$ cat src/rtl/riscv_ctrl_pkg.sv
// Shared opcodes, ALU operation codes and the ID/EX control bundle for decode_ctrl_stage.
package riscv_ctrl_pkg;

  localparam logic [6:0] OPC_R      = 7'b0110011;
  localparam logic [6:0] OPC_IMM    = 7'b0010011;
  localparam logic [6:0] OPC_LOAD   = 7'b0000011;
  localparam logic [6:0] OPC_STORE  = 7'b0100011;
  localparam logic [6:0] OPC_BRANCH = 7'b1100011;
  localparam logic [6:0] OPC_LUI    = 7'b0110111;
  localparam logic [6:0] OPC_AUIPC  = 7'b0010111;
  localparam logic [6:0] OPC_JAL    = 7'b1101111;
  localparam logic [6:0] OPC_JALR   = 7'b1100111;

  typedef enum logic [4:0] {
    ALU_ADD       = 5'd0,
    ALU_SUB       = 5'd1,
    ALU_AND       = 5'd2,
    ALU_OR        = 5'd3,
    ALU_XOR       = 5'd4,
    ALU_SLT       = 5'd5,
    ALU_SLTU      = 5'd6,
    ALU_SLL       = 5'd7,
    ALU_SRL       = 5'd8,
    ALU_SRA       = 5'd9,
    ALU_COPY_SRC2 = 5'd11,
    ALU_MUL       = 5'd16,
    ALU_MULH      = 5'd17,
    ALU_MULHSU    = 5'd18,
    ALU_MULHU     = 5'd19,
    ALU_DIV       = 5'd20,
    ALU_DIVU      = 5'd21,
    ALU_REM       = 5'd22,
    ALU_REMU      = 5'd23
  } alu_op_e;

  typedef struct packed {
    logic    reg_write;
    logic    mem_to_reg;
    logic    mem_read;
    logic    mem_write;
    logic    branch;
    logic    alu_src;
    logic    jump;
    alu_op_e alu_op;
  } ctrl_t;

  typedef struct packed {
    logic       valid;
    ctrl_t      ctrl;
    logic [4:0] rd;
    logic [4:0] rs1;
    logic [4:0] rs2;
    logic [2:0] funct3;
    logic       illegal;
  } stage_t;

  localparam ctrl_t  CTRL_BUBBLE  = ctrl_t'('0);
  localparam stage_t STAGE_BUBBLE = stage_t'('0);

  // alt selects SUB for funct3 000 and SRA for funct3 101.
  function automatic alu_op_e alu_from_funct3(input logic [2:0] f3, input logic alt);
    alu_op_e op;
    case (f3)
      3'b000:  op = alt ? ALU_SUB : ALU_ADD;
      3'b001:  op = ALU_SLL;
      3'b010:  op = ALU_SLT;
      3'b011:  op = ALU_SLTU;
      3'b100:  op = ALU_XOR;
      3'b101:  op = alt ? ALU_SRA : ALU_SRL;
      3'b110:  op = ALU_OR;
      default: op = ALU_AND;
    endcase
    return op;
  endfunction

endpackage

$ cat src/rtl/instr_decoder.sv
// Combinational RV32I instruction decoder; RV32M R-type ops are enabled by `RV32M_EN.
module instr_decoder
  import riscv_ctrl_pkg::*;
(
  input  logic [31:0] instr,
  output ctrl_t       ctrl,
  output logic [4:0]  rd,
  output logic [4:0]  rs1,
  output logic [4:0]  rs2,
  output logic [2:0]  funct3,
  output logic        uses_rs1,
  output logic        uses_rs2,
  output logic        illegal
);

  logic [6:0] opcode;
  logic [6:0] funct7;

  assign opcode = instr[6:0];
  assign funct7 = instr[31:25];
  assign rd     = instr[11:7];
  assign rs1    = instr[19:15];
  assign rs2    = instr[24:20];
  assign funct3 = instr[14:12];

  assign uses_rs1 = !(opcode inside {OPC_LUI, OPC_AUIPC, OPC_JAL});
  assign uses_rs2 = opcode inside {OPC_R, OPC_STORE, OPC_BRANCH};

  always_comb begin
    ctrl    = CTRL_BUBBLE;
    illegal = 1'b0;
    case (opcode)
      OPC_R: begin
        if (funct7 == 7'b0000000 ||
            (funct7 == 7'b0100000 && (funct3 == 3'b000 || funct3 == 3'b101))) begin
          ctrl.reg_write = 1'b1;
          ctrl.alu_op    = alu_from_funct3(funct3, funct7[5]);
        end
`ifdef RV32M_EN
        else if (funct7 == 7'b0000001) begin
          ctrl.reg_write = 1'b1;
          ctrl.alu_op    = alu_op_e'(5'd16 + {2'b00, funct3});
        end
`endif
        else begin
          illegal = 1'b1;
        end
      end
      OPC_IMM: begin
        ctrl.reg_write = 1'b1;
        ctrl.alu_src   = 1'b1;
        ctrl.alu_op    = alu_from_funct3(funct3, funct3 == 3'b101 && instr[30]);
      end
      OPC_LOAD: begin
        ctrl.reg_write  = 1'b1;
        ctrl.mem_to_reg = 1'b1;
        ctrl.mem_read   = 1'b1;
        ctrl.alu_src    = 1'b1;
      end
      OPC_STORE: begin
        ctrl.mem_write = 1'b1;
        ctrl.alu_src   = 1'b1;
      end
      OPC_BRANCH: begin
        ctrl.branch = 1'b1;
        ctrl.alu_op = ALU_SUB;
      end
      OPC_LUI: begin
        ctrl.reg_write = 1'b1;
        ctrl.alu_src   = 1'b1;
        ctrl.alu_op    = ALU_COPY_SRC2;
      end
      OPC_AUIPC: begin
        ctrl.reg_write = 1'b1;
        ctrl.alu_src   = 1'b1;
      end
      OPC_JAL: begin
        ctrl.reg_write = 1'b1;
        ctrl.jump      = 1'b1;
      end
      OPC_JALR: begin
        ctrl.reg_write = 1'b1;
        ctrl.alu_src   = 1'b1;
        ctrl.jump      = 1'b1;
      end
      default: illegal = 1'b1;
    endcase
  end

endmodule

$ cat src/rtl/decode_ctrl_stage.sv
// Registered ID/EX decode stage with load-use stall, flush and a saturating bubble counter.
// Build option: define RV32M_EN to decode RV32M multiply/divide instructions.
module decode_ctrl_stage
  import riscv_ctrl_pkg::*;
#(
  parameter int unsigned ALU_OP_WIDTH = 5,
  parameter int unsigned CNT_W        = 16
) (
  input  logic                    clk,
  input  logic                    rst,
  input  logic                    in_valid,
  input  logic [31:0]             instr,
  output logic                    in_ready_o,
  input  logic                    flush,
  input  logic                    ex_ready,
  output logic                    out_valid_o,
  output logic                    RegWrite_o,
  output logic                    MemToReg_o,
  output logic                    MemRead_o,
  output logic                    MemWrite_o,
  output logic                    Branch_o,
  output logic                    ALUSrc_o,
  output logic                    Jump_o,
  output logic [ALU_OP_WIDTH-1:0] ALUOp_o,
  output logic [4:0]              rd_o,
  output logic [4:0]              rs1_o,
  output logic [4:0]              rs2_o,
  output logic [2:0]              funct3_o,
  output logic                    illegal_o,
  output logic [CNT_W-1:0]        bubble_cnt_o
);

  stage_t           st;
  stage_t           dec;
  ctrl_t            dec_ctrl;
  logic [4:0]       dec_rd;
  logic [4:0]       dec_rs1;
  logic [4:0]       dec_rs2;
  logic [2:0]       dec_funct3;
  logic             dec_uses_rs1;
  logic             dec_uses_rs2;
  logic             dec_illegal;
  logic             hazard;
  logic             accept;
  logic [CNT_W-1:0] cnt;

  instr_decoder u_dec (
    .instr    (instr),
    .ctrl     (dec_ctrl),
    .rd       (dec_rd),
    .rs1      (dec_rs1),
    .rs2      (dec_rs2),
    .funct3   (dec_funct3),
    .uses_rs1 (dec_uses_rs1),
    .uses_rs2 (dec_uses_rs2),
    .illegal  (dec_illegal)
  );

  assign dec = '{valid: 1'b1, ctrl: dec_ctrl, rd: dec_rd, rs1: dec_rs1, rs2: dec_rs2,
                 funct3: dec_funct3, illegal: dec_illegal};

  // Only a held load with a non-zero destination can stall the incoming instruction.
  assign hazard = st.valid && st.ctrl.mem_read && in_valid && (st.rd != 5'd0) &&
                  ((dec_uses_rs1 && dec_rs1 == st.rd) || (dec_uses_rs2 && dec_rs2 == st.rd));

  assign in_ready_o = !flush && !hazard && (!st.valid || ex_ready);
  assign accept     = in_valid && in_ready_o;

  always_ff @(posedge clk or posedge rst) begin
    if (rst) begin
      st  <= STAGE_BUBBLE;
      cnt <= '0;
    end else if (flush) begin
      st <= STAGE_BUBBLE;
    end else if (accept) begin
      st <= dec;
    end else if (hazard && ex_ready) begin
      st <= STAGE_BUBBLE;
      if (cnt != '1) cnt <= cnt + CNT_W'(1);
    end else if (st.valid && ex_ready) begin
      st <= STAGE_BUBBLE;
    end
  end

  assign out_valid_o  = st.valid;
  assign RegWrite_o   = st.ctrl.reg_write;
  assign MemToReg_o   = st.ctrl.mem_to_reg;
  assign MemRead_o    = st.ctrl.mem_read;
  assign MemWrite_o   = st.ctrl.mem_write;
  assign Branch_o     = st.ctrl.branch;
  assign ALUSrc_o     = st.ctrl.alu_src;
  assign Jump_o       = st.ctrl.jump;
  assign ALUOp_o      = ALU_OP_WIDTH'(st.ctrl.alu_op);
  assign rd_o         = st.rd;
  assign rs1_o        = st.rs1;
  assign rs2_o        = st.rs2;
  assign funct3_o     = st.funct3;
  assign illegal_o    = st.illegal;
  assign bubble_cnt_o = cnt;

endmodule

$ cat config.mk
export PLATFORM = sky130hd
export DESIGN_NAME = decode_ctrl_stage
export DESIGN_NICKNAME = d
export VERILOG_FILES = /design/src/rtl/riscv_ctrl_pkg.sv /design/src/rtl/instr_decoder.sv /design/src/rtl/decode_ctrl_stage.sv
export SDC_FILE = /design/constraint.sdc
export NUM_CORES = 1
export LEC_CHECK = 0
export BUFFER_PORTS_ARGS = -buffer_cell sky130_fd_sc_hd__buf_2
export CORE_UTILIZATION = 54
export DETAILED_ROUTE_END_ITERATION = 10
export PLACE_DENSITY = 0.85
export SLEW_MARGIN = 10
export SYNTH_ARGS = -nofsm -noshare
export SYNTH_HDL_FRONTEND = slang
export SYNTH_SLANG_ARGS = --single-unit
export TNS_END_PERCENT = 5
$ cat constraint.sdc
create_clock -name clk -period 5.9 [get_ports clk]
set_clock_uncertainty 0.05 [all_clocks]
set_input_delay 1.18 -clock clk [delete_from_list [all_inputs] [get_ports clk]]
set_output_delay 1.18 -clock clk [all_outputs]
set_load 0.005 [all_outputs]
==> summary.txt <==
Outcome
  – Run status: finished clean

Yosys
  – Post-synth top flop: dfrtp_1
  – Netlist cell types: 46
  – Count of flip-flops with a built-in enable after synthesis: 0
  – Synthesized cell area: 0.00252 mm2
  – Avg Cell Area, Syn: around 9.3 um2
  – YS warnings: 0
  – Post-Syn Nets: 310
  – Async set or reset register ratio after synthesis: 100%
  – #FFs+latches synth: 46
  – Sequential share of the synthesized area: 45.6%
  – Post-synthesis cell count: 272

Final layout
  – Antenna cells: 0
  – End-of-flow core utilization: 67.6%
  – Layout Nets: 389
  – Layout Cells excl Fill: 404
  – Layout cells sized above 1: 33.0%
  – Area Overhead vs Synth: 18.4%

Power and ir drop
  – Sw Ratio: 26.4%
  – Leak Pwr: 0.00150 uW
  – Pwr/cell area: around 210 mW/mm2
  – Power share of the combinational group: between 10% and 20%
  – Sequential share of power: between 50% and 60%
  – Switching power: 163 uW
  – Maximum vdd ir drop: 0.172 mV
  – Clock power frac: 32.4%
  – Pint: 456 uW
  – Tot Pwr: 619 uW

Placement
  – IO Port Bufs: 84
  – Hpwl dp: approximately 4200 um
  – Placed cell count: 396
  – Routability Congestion: 0.886

Timing
  – Slew HR: 35.7%
  – Final setup fails: 0
  – TNS Setup: 0 ns
  – Final hold slack: 0.438 ns
  – Worst Tran Pin Value: 0.963 ns
  – Final Slew Violations: 0
  – Period utilization: 62.4%
  – Top achievable clock speed: 0.271 GHz
  – RSZ-0062 raised after global routing: no
  – Final Hold Violating Endpoints: 0
  – Crit path time final: 3.68 ns

Critical path
  – Startpoint Class: primary input
  – Critical path type: in2out
  – Slowest stage cell, crit path: o311ai_1
  – WP depth: 6
  – Register-to-Register Path Depth: 6
  – Kind of cell adding the most delay to the critical path: compound AO/OA/AOI/OAI gates
  – Cell Chain, Critical Path: buf_2 > nand3b_1 > o311ai_1 > o32ai_2 > a21boi_0 > buf_2
  – Required @ worst endpoint: 4.67 ns
  – Crit end category: primary output
  – Maximum fanout along the worst path: 9
  – Max incr delay on CP: 0.31 ns
  – CP arrival: about 2.5 ns
  – Critical Path Most Common Cell: buf_2
  – Critical path buffers and inverters: 2

Floorplan
  – Initial Util: 57.1%
  – FP Rows: 24
  – Die Ht: 70.3 um
  – Core area: 0.00441 mm2
  – Chip Width: 70.3 um
  – Die area: 0.00495 mm2
  – Ports: 86

Global routing
  – Antenna violations before repair: 0
  – Vias in the first global route: between 1500 and 2000
  – First-pass GRT wire length: 9180 um
  – Largest net degree at the start of global routing: 47
  – GR Overflow Total: 0
  – Total track usage: 23.7%

Drt
  – ANT nets after route: 0
  – Post-Route WL: 5690 um
  – Vias: 2170
  – Detailed Route Iter0 Violations: 143
  – Drt pass-1 iters: 4
  – DRC Markers: 0
  – Drt via density: ~5.4
  – Routed WL per cell: around 14 um

CTS
  – H-tree Lvls: 2
  – Clk sinks: 46
  – Worst-skew pair later-pin latency: 0.30 ns
  – CTS root buf: clkbuf_8
  – Clock Tree Buf Depth: 2
  – Number of hold buffers added after CTS: 0
  – Post-CTS Setup Bufs: 0
  – PostCTS Resize Cnt: 0
  – CTS tree: done
  – Reg clk slew, reported paths: 0.08 ns
  – Cts bufs inserted: 5

Min path
  – Worst hold path class: reg2reg
  – Hold Path Cell Cnt: 1

Flow run
  – Max-cap check violation count: 0
==> power groups by stage <==
stage	Sequential [uW]	Clock [uW]	Combinational [uW]
6_report	335	201	83.6
5_1_grt	336	216	93.2
3_3_place_gp	341	0	81.9
2_1_floorplan	341	0	52.4
3_5_place_dp	341	0	84.0
4_1_cts	335	206	84.4
==> final timing paths <==
path	start	end	slack, ns
min in group asynchronous	rst	rs2_o[1]$_DFFE_PP0P_	1.05
worst min-delay path	bubble_cnt_o[14]$_DFFE_PP0P_	bubble_cnt_o[14]$_DFFE_PP0P_	0.44
worst max-delay path	instr[6]	in_ready_o	2.22
worst max register to register	rd_o[2]$_DFFE_PP0P_	ALUOp_o[0]$_DFFE_PP0P_	3.17
worst min register to register	bubble_cnt_o[14]$_DFFE_PP0P_	bubble_cnt_o[14]$_DFFE_PP0P_	0.44
max in group asynchronous	rst	bubble_cnt_o[0]$_DFFE_PP0P_	4.15
==> routing by layer <==
layer,GRT usage (%),routed length [um],vias up
met2,36.3,2680,61
met3,4.91,287,5
li1,-,-,1078
met1,33.6,2660,1026
met5,0,0,-
met4,7.56,67,0
==> Yosys cell counts, drive strengths merged, types with 4 or more instances <==
library cell,count,area [um2]
nor3,10,60.1
clkbuf,4,16.3
o21ai,29,175
a21oi,8,43.8
xor2,12,105
nand2,60,225
buf,10,124
xnor2,15,131
dfrtp,46,1150
nand3,15,90.1
inv,9,33.8
nor2,17,63.8
==> area by class of cell <==
cell class,count,area (um2)
clock inverter,1,5.00
fill,378,1430
timing repair buffer,86,435
tap,52,65.1
sequential,46,1150
inverter,9,33.8
clock buffer,7,86.3
multi-input combinational,203,1210
==> layout by cell type (no fill, tap or decap), drive strengths merged, types with 2 or more instances in the layout <==
cell    synthesis  final
a31o            2      2
o21ai          29     29
nor2           17     17
and3            2      2
nand2          60     60
clkbuf          4      7
inv             9      9
a21oi           8      8
xnor2          15     15
nor4            3      3
nor3           10     10
mux2i           3      3
dfrtp          46     46
buf            10     86
nand3b          3      3
a31oi           3      3
xor2           12     12
mux2            2      2
nand3          15     15
nand4           3      3
==> kinds of logic (layout without fill, tap and decap cells) <==
kind of cell | count (synthesis) | count (layout) | share of synthesized area, %
xor+xnor | 27 | 27 | 9.38
flops | 46 | 46 | 45.6
buf+inv | 23 | 103 | 6.89
fa+ha+maj | 1 | 1 | 0.496
other cells | 1 | 1 | 0.149
compound gates | 47 | 47 | 12.2
mux | 5 | 5 | 2.08
simple gates | 122 | 122 | 23.2
==> flip-flops by register name (all words and copies together) (netlist names), 3 cells and up <==
signal,count
bubble_cnt_o,16
rd_o,5
ALUOp_o,4
rs2_o,5
rs1_o,5
funct3_o,3
==> per-stage QoR <==
stage               worst slack, ns  cell area, um2
floorplan                      2.52            2520
global placement               2.26            2890
detailed placement             2.23            2890
CTS                            2.22            2990
global route                   2.14            2990
finish                         2.22            2990
No activity file was read; power rests on OpenSTA's default activity.
